==> src/rtl/mux_dec_scanner.sv <==
// Registered N-to-1 mux with one-hot decode; MANUAL select or automatic SCAN with dwell.
// Ports: clk, rst_n (sync low), en, mode, s, w, mask -> y, f, ch, valid, wrap. Option: SCAN_MASK_EN.
module mux_dec_scanner #(
    parameter int N     = 4,
    parameter int SEL_W = 2,
    parameter int DWELL = 4
) (
    input  logic             clk,
    input  logic             rst_n,
    input  logic             en,
    input  logic             mode,
    input  logic [SEL_W-1:0] s,
    input  logic [N-1:0]     w,
    input  logic [N-1:0]     mask,
    output logic [N-1:0]     y,
    output logic             f,
    output logic [SEL_W-1:0] ch,
    output logic             valid,
    output logic             wrap
);

    localparam int CNT_W = (DWELL > 1) ? $clog2(DWELL) : 1;
    localparam logic [CNT_W-1:0] CNT_LAST = CNT_W'(DWELL - 1);
    localparam logic [N-1:0] ONE = {{(N-1){1'b0}}, 1'b1};

    typedef enum logic [1:0] {IDLE, MANUAL, SCAN} state_t;

    state_t           state;
    logic [CNT_W-1:0] cnt;

    logic [SEL_W-1:0] first_set;
    logic [SEL_W-1:0] next_set;
    logic             scan_live;

`ifdef SCAN_MASK_EN
    // Lowest enabled channel, used on scan entry.
    always_comb begin
        logic found;
        found     = 1'b0;
        first_set = '0;
        for (int i = 0; i < N; i++) begin
            if (!found && mask[i]) begin
                first_set = SEL_W'(i);
                found     = 1'b1;
            end
        end
    end

    // First enabled channel circularly after ch; k = N lands back on ch.
    always_comb begin
        logic             found;
        logic [SEL_W-1:0] idx;
        found    = 1'b0;
        idx      = '0;
        next_set = ch;
        for (int k = 1; k <= N; k++) begin
            idx = ch + SEL_W'(k);
            if (!found && mask[idx]) begin
                next_set = idx;
                found    = 1'b1;
            end
        end
    end

    assign scan_live = |mask;
`else
    logic unused_mask;
    assign unused_mask = ^mask;
    assign first_set   = '0;
    assign next_set    = ch + SEL_W'(1);
    assign scan_live   = 1'b1;
`endif

    logic [SEL_W-1:0] scan_nxt;
    logic [CNT_W-1:0] scan_cnt;
    logic             scan_wrap;

    always_comb begin
        scan_nxt  = ch;
        scan_cnt  = cnt + CNT_W'(1);
        scan_wrap = 1'b0;
        if (state != SCAN) begin
            scan_nxt = first_set;
            scan_cnt = '0;
        end else if (cnt == CNT_LAST) begin
            scan_nxt  = next_set;
            scan_cnt  = '0;
            // Stepping to a channel not above the current one closes a pass.
            scan_wrap = (next_set <= ch);
        end
    end

    always_ff @(posedge clk) begin
        if (!rst_n) begin
            state <= IDLE;
            cnt   <= '0;
            ch    <= '0;
            y     <= '0;
            f     <= 1'b0;
            valid <= 1'b0;
            wrap  <= 1'b0;
        end else if (!en || (mode && !scan_live)) begin
            // Empty mask parks in IDLE so the next live edge re-enters the scan.
            state <= IDLE;
            cnt   <= '0;
            y     <= '0;
            f     <= 1'b0;
            valid <= 1'b0;
            wrap  <= 1'b0;
        end else if (!mode) begin
            state <= MANUAL;
            cnt   <= '0;
            ch    <= s;
            y     <= ONE << s;
            f     <= w[s];
            valid <= 1'b1;
            wrap  <= 1'b0;
        end else begin
            state <= SCAN;
            cnt   <= scan_cnt;
            ch    <= scan_nxt;
            y     <= ONE << scan_nxt;
            f     <= w[scan_nxt];
            valid <= 1'b1;
            wrap  <= scan_wrap;
        end
    end

endmodule
==> config.mk <==
export PLATFORM = sky130hd
export DESIGN_NAME = mux_dec_scanner
export DESIGN_NICKNAME = d
export VERILOG_FILES = /design/src/rtl/mux_dec_scanner.sv
export SDC_FILE = /design/constraint.sdc
export NUM_CORES = 1
export LEC_CHECK = 0
export BUFFER_PORTS_ARGS = -buffer_cell sky130_fd_sc_hd__buf_2
export CORE_AREA = 2 2 39 41
export CTS_BUF_LIST = sky130_fd_sc_hd__clkbuf_8
export CTS_CLUSTER_SIZE = 16
export DETAILED_ROUTE_END_ITERATION = 16
export DIE_AREA = 0 0 41 43
export PLACE_DENSITY = 0.66
export RECOVER_POWER = 50
export SLEW_MARGIN = 20
export SYNTH_ARGS = -nofsm -noshare
export SYNTH_HDL_FRONTEND = slang
export SYNTH_SLANG_ARGS = --single-unit
==> constraint.sdc <==
create_clock -name clk -period 1.9 [get_ports clk]
set_input_delay 0.38 -clock clk [delete_from_list [all_inputs] [get_ports clk]]
set_output_delay 0.38 -clock clk [all_outputs]
set_load 0.05 [all_outputs]
; ---- After elaboration in Yosys (flattened, before gate mapping)
; Cells that the tools add are included.
[word_totals]
reg_bits = 13
input_bits = 14
wordCells = 34
[classes]
add_sub_neg = 2
magnitude_cmp = 3
eq_ne = 2
n_shift = 2
muxes = 11
bitwise_logic = 4
n_reduce_logical = 3
[op_table]
columns = cell, n
row1 = OR reduction 5 bit, 2
row2 = 2-to-1 mux 2 bit, 4
row3 = "<< shifter 1 x 2 -> 4 bit, first input constant", 2
row4 = "< comparator 2 x 3 -> 1 bit, second input constant", 2
row5 = "adder 2 x 1 -> 2 bit, second input constant", 2
row6 = binary-select mux 1 bit (select 2 bit), 2
row7 = 2-to-1 mux 1 bit, 4
row8 = 2-to-1 mux 4 bit, 1
row9 = NOT 1 bit, 4
row10 = "== test 2 bit, second input constant", 1
row11 = less-or-equal comparator 2 bit, 1
row12 = "!= test 2 bit, second input constant", 1
row13 = AND reduction 2 bit, 1

; ---- Longest topological paths before layout
[logic_depth]
ltp_word = 6
mapped_depth = 5

; ---- Worst setup path after synthesis
; No wires, ideal clock.
[synth_path]
kind = register -> register
startpoint = register ch[0]
endpoint = register f
arrival_ps = 1811
required_ps = 1830
setup_slack_ps = 18
path_stages_with_launch = 6
n_path_buf = 0
path_cell_list = dfxtp_1 -> ha_1 -> mux2i_1 -> nor2_1 -> or4_1 -> a21oi_1
[synth_between]
elab_chain_len = 6
[synth_lines]
columns = item, line
row1 = from (decl), 17  ; output logic [SEL_W-1:0] ch,
row2 = from (signal assigned), 113  ; ch <= s;
row3 = from (signal assigned), 121  ; ch <= scan_nxt;
row4 = adder 2 x 1 -> 2 bit, 70  ; assign next_set = ch + SEL_W'(1);
row5 = 2-to-1 mux 2 bit (*), 85  ; end else if (cnt == CNT_LAST) begin
row6 = 2-to-1 mux 2 bit (*), 82  ; if (state != SCAN) begin
row7 = binary-select mux 1 bit (select 2 bit) (*), 123  ; f <= w[scan_nxt];
row8 = 2-to-1 mux 1 bit (not written as such) (*), 123
row9 = 2-to-1 mux 1 bit (*), 110  ; end else if (!mode) begin
row10 = to (signal assigned), 115  ; f <= w[s];
row11 = to (signal assigned), 123
row12 = to (decl), 16  ; output logic f,
; Mark *: on every way between the ends. The rest lies on a longest branch, timed or not. The select of a mux whose other input is x is not followed.
; A chain may end at the register's enable or synchronous reset.

; ---- Worst setup path after layout
[layout_path]
startpoint = register cnt[0]
endpoint = register f
[layout_between]
elab_chain_len = 6
[layout_lines]
columns = item, line
row1 = from (decl), 29  ; logic [CNT_W-1:0] cnt;
row2 = from (signal assigned), 120  ; cnt <= scan_cnt;
row3 = == test 2 bit, 85
row4 = 2-to-1 mux 2 bit, 85
row5 = 2-to-1 mux 2 bit, 82
row6 = binary-select mux 1 bit (select 2 bit), 123
row7 = 2-to-1 mux 1 bit (not written as such), 123
row8 = 2-to-1 mux 1 bit, 110
; Every way passes these cells. The select of a mux whose other input is x is not followed.

==> summary.md <==
| Metric | Value |
|---|---|
| Status | `completed` |
| Critical R2R Launch | `cnt[0]$_SDFF_PP0_` |
| Crit Path Class | `register to register` |
| Biggest area consumer among synthesized cells | `dfxtp_1` |
| Post-route DRC | `0` |
| Via count | `435` |
| Int Pwr | `0.000451 W` |
| Synth top area share | `49.8%` |
| Layout cells sized above 1 | `25.4%` |
| Die height | `43 um` |
| Antenna violations before repair | `0` |
| Fmax | `0.623 GHz` |
| Clock transition at the registers of the reported paths | `50 ps` |
| CP top delay family | `simple AND/OR/NAND/NOR gates` |
| Setup Buffers After CTS | `0` |
| Util after Layout | `48.3%` |
| Cell Chain, Critical Path | `ha_1 > mux2i_1 > nor2_1 > or4_1 > a21oi_1` |
| Number of synthesized flops with an enable pin | `0` |
| Final WL | `997 um` |
| Ys flop type | `dfxtp_1` |
| First-pass GRT wire length | `1.44 mm` |
| Count of final hold-check violations | `0` |
| Clock tree buffer depth | `2` |
| Comb pwr share | `13.2%` |
| CP max stage delay | `510 ps` |
| RR Endpoint | `f$_SDFF_PP0_` |
| Total CTS buffers | `3` |
| Via-per-instance ratio | `5.00` |
| P per Cell Area | `893 nW/um2` |
| Max_slew headroom | `60.7%` |
| Cells after Synth | `49` |
| H-tree depth | `1` |
| Final #Nets | `88` |
| Post-synth cell types | `22` |
| Die width | `41 um` |
| Worst hold-check path type | `input port to register` |
| Slew Limit Fails | `0` |
| # diodes | `0` |
| Crit end category | `register` |
| Worst-Skew Late Latency | `230 ps` |
| Die area | `1760 um2` |
| Ys async rst share | `0%` |
| Total Neg Setup Slack | `0 ps` |
| Sink Count | `13` |
| IO buf count | `18` |
| Clock power share | `38.6%` |
| Initial DRC count | `6` |
| GRT Util Overall | `12.5%` |
| TritonRoute pass-1 iters | `4` |
| Setup Skew | `1.27 ps` |
| Min-Delay Endpoint | `state[0]$_SDFF_PP0_` |
| Sequential share of the synthesized area | `49.8%` |
| Vias in the first global route | `358` |
| Max-cap violations | `0` |
| Critical Path RT | `2070 ps` |
| Post-place setup slack | `298 ps` |
| Register share of total power | `48.1%` |
| Ys Warns | `0` |
| Peak supply drop | `515 uV` |
| CTS resizes | `0` |
| Worst EP arrival | `1770 ps` |
| Hold-fix buffers at CTS | `0` |
| Core Area | `1380 um2` |
| CP Launch Type | `register` |
| Cell area after synthesis | `523 um2` |
| Endpoints failing setup | `0` |
| Post-route minimum period | `1600 ps` |
| Antenna viol nets, final | `0` |
| Syn Nets | `65` |
| # rows | `14` |
| Worst-margin pin slew | `592 ps` |
| CTS tree | `built` |
| Sw Pwr | `0.000146 W` |
| Detail Placement HPWL | `790 um` |
| Synth area leaders | `dfxtp_1 50%, ha_1 4.8%, mux4_2 4.3%` |
| Crit-path max FO | `4` |
| Final worst slack | `295 ps` |
| Count leader, synth | `dfxtp_1` |
| Worst hold stages | `2` |
| Final GP Congestion | `0.644` |
| Root Buffer | `clkbuf_8` |
| Fillers | `143` |
| Largest net degree at the start of global routing | `9` |
| Synth-to-Final Area Change | `27.8%` |
| Switching share of total power | `24.4%` |
| Fraction of the cycle the final worst path needs | `84.5%` |
| Slowest cell on the critical path | `or4_1` |
| WL/cell | `11.5 um` |
| Worst min-delay path startpoint | `mode` |
| FF+latch count, synth | `13` |
| Pleak | `0.303 nW` |
| Buf/Inv on CP | `0` |
| RSZ-0062 raised after global routing | `false` |
| Initial core utilization | `37.8%` |
| Avg Synthesized Cell Area | `10.7 um2` |
| GR Overflow Total | `0` |
| R2R depth | `5` |
| I/O pins | `23` |
| WP depth | `5` |
| R2r setup slk | `300 ps` |
| Commonest cells in the netlist | `13 x dfxtp_1, 5 x nor2_1, 3 x a21oi_1, 3 x inv_1, 3 x nor3b_1` |
## cell type report
type	count	area, um2	area share (%)
inverters	3	11.3	1.69
clock inverters	1	3.75	0.562
multi-input cells	33	251	37.6
flip-flops and latches	13	260	39.0
well taps	16	20.0	3.00
clock buffers	3	41.3	6.18
repair buffers	18	80.1	12.0
## power groups by stage
stage | clock, W | combinational [W] | sequential, W
finish | 0.000231 | 0.0000789 | 0.000287
floorplan | 0 | 0.0000286 | 0.000318
CTS | 0.000240 | 0.0000806 | 0.000287
global placement | 0 | 0.0000797 | 0.000293
global route | 0.000250 | 0.0000845 | 0.000288
detailed placement | 0 | 0.0000804 | 0.000293
## per-stage QoR
stage | power [W] | area [um2] | hold slack, ps | std cells
global route | 0.000623 | 668 | 379 | 87
finish | 0.000597 | 668 | 382 | 87
floorplan | 0.000347 | 523 | 398 | 49
global placement | 0.000372 | 633 | 407 | 83
CTS | 0.000607 | 678 | 367 | 87
detailed placement | 0.000373 | 633 | 426 | 83
## sequential cells by signal, summed over array words and instances, names as in the netlist
| register | cells |
|---|---|
| valid | 1 |
| y | 4 |
| state | 2 |
| f | 1 |
| cnt | 2 |
| ch | 2 |
| wrap | 1 |
## layer usage
metal  up-vias  wire length [um]  global-route usage, %
li1        216                 -                      -
met1       201               440                   15.1
met2        16               463                   17.8
met3         2                72                   3.14
met4         0                21                   10.0
met5         -                 0                      0
## cell families after synthesis
kind of cell | synth area share [%]
flops | 49.8
mux | 10.3
buf+inv | 2.15
compound gates | 6.94
xor+xnor | 3.11
fa+ha+maj | 4.78
simple gates | 23.0
## cell usage in the layout, fill, tap and decap left out, drive strengths merged, types with 2 or more instances in the layout
| master | count |
|---|---|
| a211oi | 2 |
| a21oi | 3 |
| and2 | 2 |
| and3 | 2 |
| buf | 10 |
| clkbuf | 11 |
| dfxtp | 13 |
| ha | 2 |
| inv | 4 |
| mux2i | 2 |
| nor2 | 5 |
| nor2b | 2 |
| nor3b | 3 |
## worst register-to-register path: stages, from the launching register on
cell and delay (ps):
dfxtp_1 340, ha_1 270, mux2i_1 210, nor2_1 80, or4_1 510, a21oi_1 130
## how the worst max path moves through the flow
stage,from,end
final,cnt[0]$_SDFF_PP0_,f$_SDFF_PP0_
after global routing,cnt[0]$_SDFF_PP0_,y[2]$_SDFF_PN0_
after CTS,cnt[0]$_SDFF_PP0_,f$_SDFF_PP0_
after detailed placement,cnt[0]$_SDFF_PP0_,f$_SDFF_PP0_
after global placement,ch[0]$_SDFFE_PN0P_,f$_SDFF_PP0_
after floorplan,ch[0]$_SDFFE_PN0P_,f$_SDFF_PP0_
Power figures use the tool's default switching activity.
